### config.mk
export PLATFORM = sky130hd
export DESIGN_NAME = sobol_idx_seq_flat
export DESIGN_NICKNAME = d
export VERILOG_FILES = /design/src/rtl/fpga_cfg_pkg.sv /design/src/rtl/sobol_idx_seq_if.sv /design/src/rtl/sobol_idx_seq.sv /design/src/flat_wrapper.sv
export SDC_FILE = /design/constraint.sdc
export NUM_CORES = 1
export LEC_CHECK = 0
export CORE_MARGIN = 1
export CORE_UTILIZATION = 49
export CTS_CLUSTER_DIAMETER = 80
export DETAILED_ROUTE_END_ITERATION = 16
export PLACE_DENSITY = 0.77
export SLEW_MARGIN = 10
export SYNTH_ARGS = -nofsm -noshare
export SYNTH_HDL_FRONTEND = slang
export SYNTH_SLANG_ARGS = --single-unit
### constraint.sdc
create_clock -name clk -period 4 [get_ports clk]
set_clock_uncertainty 0.15 [all_clocks]
set_input_delay 1.2 -clock clk [delete_from_list [all_inputs] [get_ports clk]]
set_output_delay 1.2 -clock clk [all_outputs]
set_load 0.005 [all_outputs]
### src/rtl/fpga_cfg_pkg.sv
// Shared FPGA configuration: datapath width, default Sobol dimension count and
// the index-sequencer state encoding.
package fpga_cfg_pkg;

    localparam int FP_WIDTH = 32;
    localparam int SOBOL_M  = 50;

    typedef enum logic [1:0] {
        SEQ_IDLE = 2'd0,
        SEQ_RUN  = 2'd1,
        SEQ_DONE = 2'd2
    } sobol_seq_state_t;

    // A single-dimension run still needs a 1-bit dimension field.
    function automatic int dim_width(input int m);
        return (m > 1) ? $clog2(m) : 1;
    endfunction

endpackage

### src/rtl/sobol_idx_seq_if.sv
// Beat stream from the path/dimension index sequencer to the Sobol stage.
interface sobol_idx_seq_if
    import fpga_cfg_pkg::*;
#(
    parameter int WIDTH = FP_WIDTH,
    parameter int DIM_W = dim_width(SOBOL_M)
);
    logic             valid_out;
    logic             ready_in;
    logic [WIDTH-1:0] idx_out;
    logic [DIM_W-1:0] dim_out;

    modport master (output valid_out, idx_out, dim_out, input ready_in);
    modport slave  (input valid_out, idx_out, dim_out, output ready_in);
endinterface

### src/rtl/sobol_idx_seq.sv
// Path-major (idx, dim) sequencer for one Sobol lane.
// Optional build macro SOBOL_SEQ_SKIP_ZERO_EN: start at LANE_ID+1 and emit idx <= n_paths.
module sobol_idx_seq
    import fpga_cfg_pkg::*;
#(
    parameter int WIDTH     = FP_WIDTH,
    parameter int M         = SOBOL_M,
    parameter int LANE_ID   = 0,
    parameter int NUM_LANES = 1
) (
    input  logic             clk,
    input  logic             rst_n,
    input  logic             start,
    input  logic             abort,
    input  logic [WIDTH-1:0] n_paths,
    sobol_idx_seq_if.master  seq,
    output logic             busy,
    output logic             done
);

    localparam int DIM_W = dim_width(M);
`ifdef SOBOL_SEQ_SKIP_ZERO_EN
    localparam int FIRST_OFS = 1;
`else
    localparam int FIRST_OFS = 0;
`endif
    // One extra bit keeps idx + NUM_LANES from wrapping back under n_paths.
    localparam logic [WIDTH:0]   FIRST_IDX = (WIDTH+1)'(LANE_ID + FIRST_OFS);
    localparam logic [WIDTH:0]   STRIDE    = (WIDTH+1)'(NUM_LANES);
    localparam logic [DIM_W-1:0] LAST_DIM  = DIM_W'(M - 1);

    function automatic logic idx_ok(input logic [WIDTH:0] idx, input logic [WIDTH:0] n);
`ifdef SOBOL_SEQ_SKIP_ZERO_EN
        return idx <= n;
`else
        return idx < n;
`endif
    endfunction

    sobol_seq_state_t state_reg, state_next;
    logic [WIDTH:0]   idx_reg, idx_next;
    logic [WIDTH:0]   n_reg, n_next;
    logic [DIM_W-1:0] dim_reg, dim_next;
    logic [WIDTH:0]   idx_step;
    logic [WIDTH:0]   n_in;
    logic             final_beat;

    always_comb begin
        idx_step   = idx_reg + STRIDE;
        n_in       = {1'b0, n_paths};
        final_beat = (dim_reg == LAST_DIM) && !idx_ok(idx_step, n_reg);
        state_next = state_reg;
        idx_next   = idx_reg;
        dim_next   = dim_reg;
        n_next     = n_reg;
        unique case (state_reg)
            SEQ_IDLE: begin
                if (start) begin
                    n_next     = n_in;
                    idx_next   = FIRST_IDX;
                    dim_next   = '0;
                    state_next = idx_ok(FIRST_IDX, n_in) ? SEQ_RUN : SEQ_DONE;
                end
            end
            SEQ_RUN: begin
                // Abort wins even over the final beat, so no done follows.
                if (abort) begin
                    state_next = SEQ_IDLE;
                end else if (seq.ready_in) begin
                    if (final_beat) begin
                        state_next = SEQ_DONE;
                    end else if (dim_reg == LAST_DIM) begin
                        dim_next = '0;
                        idx_next = idx_step;
                    end else begin
                        dim_next = dim_reg + DIM_W'(1);
                    end
                end
            end
            SEQ_DONE: state_next = SEQ_IDLE;
            default:  state_next = SEQ_IDLE;
        endcase
    end

    always_ff @(posedge clk or negedge rst_n) begin
        if (!rst_n) begin
            state_reg <= SEQ_IDLE;
            idx_reg   <= '0;
            dim_reg   <= '0;
            n_reg     <= '0;
        end else begin
            state_reg <= state_next;
            idx_reg   <= idx_next;
            dim_reg   <= dim_next;
            n_reg     <= n_next;
        end
    end

    assign seq.valid_out = (state_reg == SEQ_RUN);
    assign seq.idx_out   = idx_reg[WIDTH-1:0];
    assign seq.dim_out   = dim_reg;
    assign busy          = (state_reg == SEQ_RUN);
    assign done          = (state_reg == SEQ_DONE);

    a_stall_stable: assert property (@(posedge clk) disable iff (!rst_n)
        seq.valid_out && !seq.ready_in && !abort |=>
        seq.valid_out && $stable(seq.idx_out) && $stable(seq.dim_out));

    a_done_single: assert property (@(posedge clk) disable iff (!rst_n)
        done |=> !done);

    a_done_not_busy: assert property (@(posedge clk) disable iff (!rst_n)
        !(done && busy));

    a_dim_range: assert property (@(posedge clk) disable iff (!rst_n)
        int'(dim_reg) < M);

endmodule
### src/flat_wrapper.sv
// flat-port wrapper written by rule: the top's interface ports become plain ports
module sobol_idx_seq_flat import fpga_cfg_pkg::*;
#(
    parameter int WIDTH     = FP_WIDTH,
    parameter int M         = SOBOL_M,
    parameter int LANE_ID   = 0,
    parameter int NUM_LANES = 1
)
  (clk, rst_n, start, abort, n_paths, busy, done, seq_valid_out, seq_idx_out, seq_dim_out, seq_ready_in);
  sobol_idx_seq_if #(.WIDTH(WIDTH)) seq_i ();
  input  logic clk;
  input  logic rst_n;
  input  logic start;
  input  logic abort;
  input  logic [WIDTH-1:0] n_paths;
  output logic busy;
  output logic done;
  output wire logic [$bits(seq_i.valid_out)-1:0] seq_valid_out;
  output wire logic [$bits(seq_i.idx_out)-1:0] seq_idx_out;
  output wire logic [$bits(seq_i.dim_out)-1:0] seq_dim_out;
  input wire logic [$bits(seq_i.ready_in)-1:0] seq_ready_in;
  assign seq_valid_out = seq_i.valid_out;
  assign seq_idx_out = seq_i.idx_out;
  assign seq_dim_out = seq_i.dim_out;
  assign seq_i.ready_in = seq_ready_in;
  sobol_idx_seq #(.WIDTH(WIDTH), .M(M), .LANE_ID(LANE_ID), .NUM_LANES(NUM_LANES)) u_core (.clk(clk), .rst_n(rst_n), .start(start), .abort(abort), .n_paths(n_paths), .seq(seq_i), .busy(busy), .done(done));
endmodule
==> flow_metrics.tcl, run 1 <==
set metrics [dict create \
    outcome "finished, violations left" \
    violations "setup timing" \
    io_buffers 77 \
    timing.hold.ws_ns 0.377 \
    startpoint_type "register" \
    crit_slowest_cell "or4_4" \
    diodes 0 \
    synth-async-reset-ratio_pct 100 \
    fin_crit_sh_pct 101 \
    clk_pin_slew_ns 0.08 \
    fin_crit_ns 4.06 \
    dieArea_mm2 0.0104 \
    worst_path_largest_cell_delay_ns 0.59 \
    synth_area_leader_cell "dfrtp_1" \
    pwr-share-comb_pct 51.6 \
    drv_slew 0 \
    avgRoutedWirePerCell_um 17.8 \
    rr_startpoint "u_core.idx_reg[1]" \
    clock_sinks 73 \
    power_switching_mw 1.38 \
    synthCells 560 \
    cts_max_path_buffers 2 \
    worstMarginPinSlew_ns 0.937 \
    drcViolationCount 0 \
    grt_pass1_wl_um 21800 \
    fmax_mhz 246 \
    synth-edff-count 0 \
    syn-num-nets 631 \
    ys_ff_latch 73 \
    max-vdd-ir-drop_mv 0.297 \
    yosysWarnings 0 \
    p_clk_share_pct 15.1 \
    hp-class "register to register" \
    place_area_mm2 0.00595 \
    setup_tns_ns -0.649 \
    ctsRootBufferMaster "clkbuf_8" \
    worstPathArrival_ns 4.18 \
    crit_required_ns 4.13 \
    syn_avg_cell_area_um2 8.77 \
    grt_use_total_pct 27.4 \
    drtIter0Drc 306 \
    area_growth_syn_to_layout_pct 31.7 \
    wl_um 14300 \
    power_frac_seq_pct 33.2 \
    htree_levels 3 \
    path_class "register to register" \
    firstDrtPassIters 5 \
    max_cap_violations 0 \
    synth_cell_types 55 \
    drive_above_1_share_pct 18.7 \
    cts_buffers 9 \
    grt.met2_usage_pct 45.5 \
    die_w_um 102 \
    synth_area_mm2 0.00491 \
    finalHoldViolations 0 \
    slew_headroom_pct 37.3 \
    finalInstanceArea_mm2 0.00647 \
    worstSetupEndpointType "register" \
    ant_nets 0 \
    synth_top_cell_area_share_pct 37.2 \
    antenna_found_initial 0 \
    tritoncts "built" \
    setup_ws_ns -0.0571 \
    die_y_um 102 \
    crit_start "u_core.idx_reg[1]" \
    place_inst 770 \
    final_nets 737 \
    fillers 792 \
    coreArea_mm2 0.00973 \
    cp_max_fo 7 \
    ioPinCount 78 \
    use_met3_pct 3.90 \
    via_per_inst 5.79 \
    leakage_nw 2.90 \
    overflow 0 \
    clock_insertion_delay_worst_skew_ns 0.36 \
    place_congestion 0.948 \
    p_per_area_mw_per_mm2 516 \
    setup_viol 17 \
    use_met1_pct 34.3 \
    synth_area_leaders "dfrtp_1 (37%), ha_1 (8.7%), buf_4 (5.0%), o21ai_0 (4.7%), inv_1 (4.7%)" \
    hold_start "u_core.n_reg[0]" \
    ys.flop_type "dfrtp_1" \
    p_int_mw 1.95 \
    synth_seq_area_share_pct 37.2 \
    largest_reg_flops 33 \
    rsz0062_at_grt "yes" \
    top_usage_layer "met2" \
    num_vias 4635 \
    cp_cell_sequence "buf_4 > and4_4 > nand4_1 > nor4_2 > buf_4 > nand2_2 > buf_6 > xnor2_1 > ha_2 > a21o_1 > a221oi_4 > o21ai_2 > or4_4 > nor3_4 > buf_6 > buf_12 > o2bb2ai_1" \
    rows 36 \
    final_cells 801 \
    start_util_pct 50.5 \
    grt_max_degree 74 \
    swShare_pct 41.4 \
    place_hpwl_um 9970 \
    grt_pass1_vias 4429 \
]
==> synthesized netlist by cell type, types with 3 or more instances <==
cell type   n
buf_4      33
nor4_2      3
xnor2_1    21
mux2i_1     5
clkbuf_1   13
o21ai_0    46
nor2_1     23
a31oi_1     5
a21o_1      3
nor2b_1     3
or2_2       7
a211oi_1    5
nor4_1     14
o2bb2ai_1  13
buf_2       4
a21oi_1    14
nor3_1     11
o211ai_1    7
nand3_1    17
xor2_1      5
ha_1       34
and4_1      5
dfrtp_1    73
and3_1     11
and2_1      7
a21boi_0    4
nand2_1    57
inv_1      61
nand4_1    20
o2111ai_1   5
==> worst paths after layout <==
| path | endpoint | slack, ns | depth (start not counted) |
|---|---|---|---|
| max | u_core.idx_reg[13] | -0.06 | 17 |
| min | u_core.n_reg[0] | 0.38 | 1 |
| max reg2reg | u_core.idx_reg[13] | -0.06 | 17 |
| min reg2reg | u_core.n_reg[0] | 0.38 | 1 |
| max in group asynchronous | u_core.n_reg[28] | 2.17 | 2 |
| min in group asynchronous | u_core.n_reg[12] | 0.92 | 2 |
==> power groups by stage <==
stage	clock [mW]	combinational, mW	sequential, mW
floorplan	0	0.868	1.09
global placement	0	1.31	1.11
detailed placement	0	1.37	1.12
CTS	0.509	1.44	1.11
global route	0.536	1.86	1.13
finish	0.504	1.72	1.11
==> cells in the final DEF (no fill, tap or decap), drive strengths merged, types with 2 or more instances in the layout <==
cell type	instances
clkdlybuf4s50	76
dfrtp	73
buf	69
inv	61
nand2	57
o21ai	48
ha	34
nor2	23
nand4	21
xnor2	21
nand3	17
nor4	17
a21oi	14
o2bb2ai	14
clkbuf	13
nor3	12
and3	11
or2	7
o211ai	7
and2	7
xor2	5
a31oi	5
o2111ai	5
mux2i	5
and4	5
a211oi	5
a21boi	4
nor2b	3
a21o	3
nand2b	2
a221oi	2
o2111a	2
a41oi	2
a2bb2oi	2
clkinv	2
a41o	2
==> layer usage <==
metal / wire, um / vias up / part of all wire (%)
li1: - / 2163 / -
met1: 5860 / 2247 / 41
met2: 6980 / 178 / 49
met3: 851 / 47 / 6.0
met4: 575 / 0 / 4.0
met5: 0 / - / 0
==> metrics by stage <==
| step | util [%] | power, mW | setup WS [ns] |
|---|---|---|---|
| 2_1_floorplan | - | 1.96 | 0.0267 |
| 3_3_place_gp | 61.1 | 2.42 | 0.0372 |
| 3_5_place_dp | 61.1 | 2.49 | -0.239 |
| 4_1_cts | 63.9 | 3.06 | 0.0197 |
| 5_1_grt | 66.5 | 3.53 | -0.216 |
| 6_report | 66.5 | 3.34 | -0.0571 |
==> logic make-up after synthesis <==
| logic type | Yosys count | share of synthesized area, % |
|---|---|---|
| muxes | 6 | 1.25 |
| adders and majority gates | 34 | 8.66 |
| xor gates and xnor gates | 26 | 4.64 |
| DFF | 73 | 37.2 |
| AOI/OAI and AO/OA | 123 | 16.8 |
| buffers and inverters | 113 | 11.4 |
| and+or+nand+nor | 185 | 20.0 |
==> final cells by class <==
class | instances | area, um2 | area share (%)
Multi-Input combinational cell | 374 | 2720 | 42.1
Inverter | 62 | 233 | 3.60
Sequential cell | 73 | 1830 | 28.3
Tap cell | 133 | 166 | 2.57
Clock inverter | 1 | 5.00 | 0.0774
Clock buffer | 12 | 145 | 2.24
Timing Repair Buffer | 146 | 1370 | 21.2
==> worst max-delay path: cells and delay by family, from the launching register on <==
family	cells	cell delay, ns
XOR/XNOR	1	0.13
AO/OA/AOI/OAI	4	0.78
adder cells (fa/ha/maj)	1	0.20
buffers and inverters	5	0.72
AND/OR/NAND/NOR	6	1.63
flip-flops	1	0.38
==> timing repair <==
| item | in CTS | in global routing |
|---|---|---|
| gates resized for setup | 6 | 36 |
| setup endpoints to repair | 24 | 39 |
| hold buffers | 0 | 0 |
| cloned | 1 | 1 |
| buffers inserted | 9 | 7 |
| pin swaps | 8 | 13 |
Power figures use the tool's default switching activity.
==> run 2, diff against run 1 <==
--- a/config.mk
+++ b/config.mk
@@ -8,6 +8,7 @@
 export CORE_MARGIN = 1
 export CORE_UTILIZATION = 49
 export CTS_CLUSTER_DIAMETER = 80
+export CTS_CLUSTER_SIZE = 10
 export DETAILED_ROUTE_END_ITERATION = 16
 export PLACE_DENSITY = 0.77
 export SLEW_MARGIN = 10
==> results of run 2 <==
Final layout, timing and power as in run 1 (identical DEF).
==> run 3, diff against run 2 <==
--- a/config.mk
+++ b/config.mk
@@ -5,7 +5,7 @@
 export SDC_FILE = /design/constraint.sdc
 export NUM_CORES = 1
 export LEC_CHECK = 0
-export CORE_MARGIN = 1
+export CORE_MARGIN = 10
 export CORE_UTILIZATION = 49
 export CTS_CLUSTER_DIAMETER = 80
 export CTS_CLUSTER_SIZE = 10
==> flow_metrics.tcl, run 3 (synthesis gave the netlist of run 1 again) <==
set metrics [dict create \
    outcome "finished, violations left" \
    violations "setup timing" \
    place_hpwl_um 10400 \
    final_core_util_pct 67.2 \
    p_per_area_mw_per_mm2 528 \
    rsz0062_at_grt "yes" \
    grt_use_total_pct 19.5 \
    wl_um 14600 \
    die_w_um 120 \
    worstMarginPinSlew_ns 0.756 \
    setup_viol 7 \
    drv_slew 0 \
    hp-class "register to register" \
    setup_ws_ns -0.0416 \
    path_class "register to register" \
    avgRoutedWirePerCell_um 18.3 \
    grt_pass1_wl_um 22900 \
    cts_max_path_buffers 2 \
    drive_above_1_share_pct 20.6 \
    fin_crit_ns 4.04 \
    area_growth_syn_to_layout_pct 33.8 \
    layout_commonest_cell "clkdlybuf4s50_1" \
    fin_crit_sh_pct 101 \
    tritoncts "built" \
    antenna_found_initial 0 \
    grt_max_degree 34 \
    max-vdd-ir-drop_mv 0.330 \
    max_cap_violations 0 \
    start_util_pct 50.2 \
    worstSetupEndpointType "register" \
    startpoint_type "register" \
    ioPinCount 78 \
    mostFrequentLayoutCells "clkdlybuf4s50_1 (76), dfrtp_1 (73), inv_1 (61), nand2_1 (55), buf_4 (54)" \
    worst_path_largest_cell_delay_ns 0.60 \
    rows 36 \
    slew_headroom_pct 49.4 \
    leakage_nw 2.94 \
    final_cells 794 \
    ant_nets 0 \
    via_per_inst 5.75 \
    place_inst 766 \
    overflow 0 \
    worstPathArrival_ns 4.20 \
    clock_insertion_delay_worst_skew_ns 0.37 \
    diodes 0 \
    clock_sinks 73 \
    crit_slowest_cell "or4_4" \
    largest_reg_flops 33 \
    io_buffers 77 \
    num_vias 4564 \
    cts_buffers 9 \
    drtIter0Drc 354 \
    die_y_um 120 \
    fmax_mhz 247 \
    coreArea_mm2 0.00977 \
    grt_pass1_vias 4611 \
    finalHoldViolations 0 \
    cp_cell_sequence "ha_2 > and3_4 > nand4_4 > nor4_4 > nand4_1 > xnor2_1 > ha_1 > a21o_1 > a221oi_4 > o21ai_2 > or4_4 > nor3_4 > clkbuf_16 > o2bb2ai_2" \
    place_congestion 0.944 \
    clk_pin_slew_ns 0.09 \
    drcViolationCount 0 \
    htree_levels 3 \
    final_nets 727 \
    ctsRootBufferMaster "clkbuf_8" \
    firstDrtPassIters 5 \
    crit_required_ns 4.16 \
    dieArea_mm2 0.0144 \
    cp_max_fo 7 \
]
==> run 3: critical path, delay by kind of cell, from the launching register on <==
| family | cells | cell delay, ns |
|---|---|---|
| adder cells (fa/ha/maj) | 2 | 0.52 |
| AO/OA/AOI/OAI | 4 | 0.77 |
| flip-flops | 1 | 0.40 |
| buffers and inverters | 1 | 0.23 |
| XOR/XNOR | 1 | 0.17 |
| AND/OR/NAND/NOR | 6 | 1.73 |
==> run 3: path summary, 6_finish.rpt <==
check | from | end | slack [ns] | depth (start not counted)
max | u_core.idx_reg[0] | u_core.idx_reg[21] | -0.04 | 14
min | u_core.n_reg[0] | u_core.n_reg[0] | 0.37 | 1
max reg2reg | u_core.idx_reg[0] | u_core.idx_reg[21] | -0.04 | 14
min reg2reg | u_core.n_reg[0] | u_core.n_reg[0] | 0.37 | 1
max in group asynchronous | rst_n | u_core.n_reg[27] | 2.25 | 2
min in group asynchronous | rst_n | u_core.idx_reg[14] | 0.68 | 1
==> run 3: power by group <==
part / total (mW) / leakage, nW / switching, mW / internal (mW)
sequential: 1.11 / 0.939 / 0.145 / 0.961
clock: 0.720 / 0.115 / 0.306 / 0.414
combinational: 1.64 / 1.89 / 0.936 / 0.707
==> run 3: routing by layer <==
| metal | part of all wire (%) | track usage (%) | vias to the layer above |
|---|---|---|---|
| li1 | - | - | 2148 |
| met1 | 43 | 23.8 | 2210 |
| met2 | 49 | 32.0 | 166 |
| met3 | 5.8 | 5.20 | 40 |
| met4 | 2.7 | 7.54 | 0 |
| met5 | 0 | 0 | - |
==> run 3: layout make-up <==
cell class / count / area (um2)
Fill cell: 724 / 3200
Inverter: 62 / 233
Timing Repair Buffer: 136 / 1260
Sequential cell: 73 / 1830
Clock buffer: 9 / 124
Multi-Input combinational cell: 374 / 2840
Clock inverter: 7 / 119
Tap cell: 133 / 166
==> run 3: per-stage QoR <==
stage / TNS, ns / worst slack (ns) / hold WS, ns / cell area [um2] / total power, mW
6_report: -0.251 / -0.0416 / 0.373 / 6570 / 3.47
3_3_place_gp: -0.386 / -0.0316 / 0.343 / 5920 / 2.42
3_5_place_dp: -3.24 / -0.174 / 0.360 / 5920 / 2.48
4_1_cts: 0 / 0.0212 / 0.377 / 6240 / 3.25
5_1_grt: -2.36 / -0.159 / 0.407 / 6570 / 3.70
2_1_floorplan: 0 / 0.0267 / 0.331 / 4930 / 1.96
==> run 3: what timing repair did <==
action,CTS,global route
hold buffers,0,0
pin swaps,5,17
resized for setup,9,49
setup endpoints to repair,25,39
setup buffers,4,8
cloned,0,1
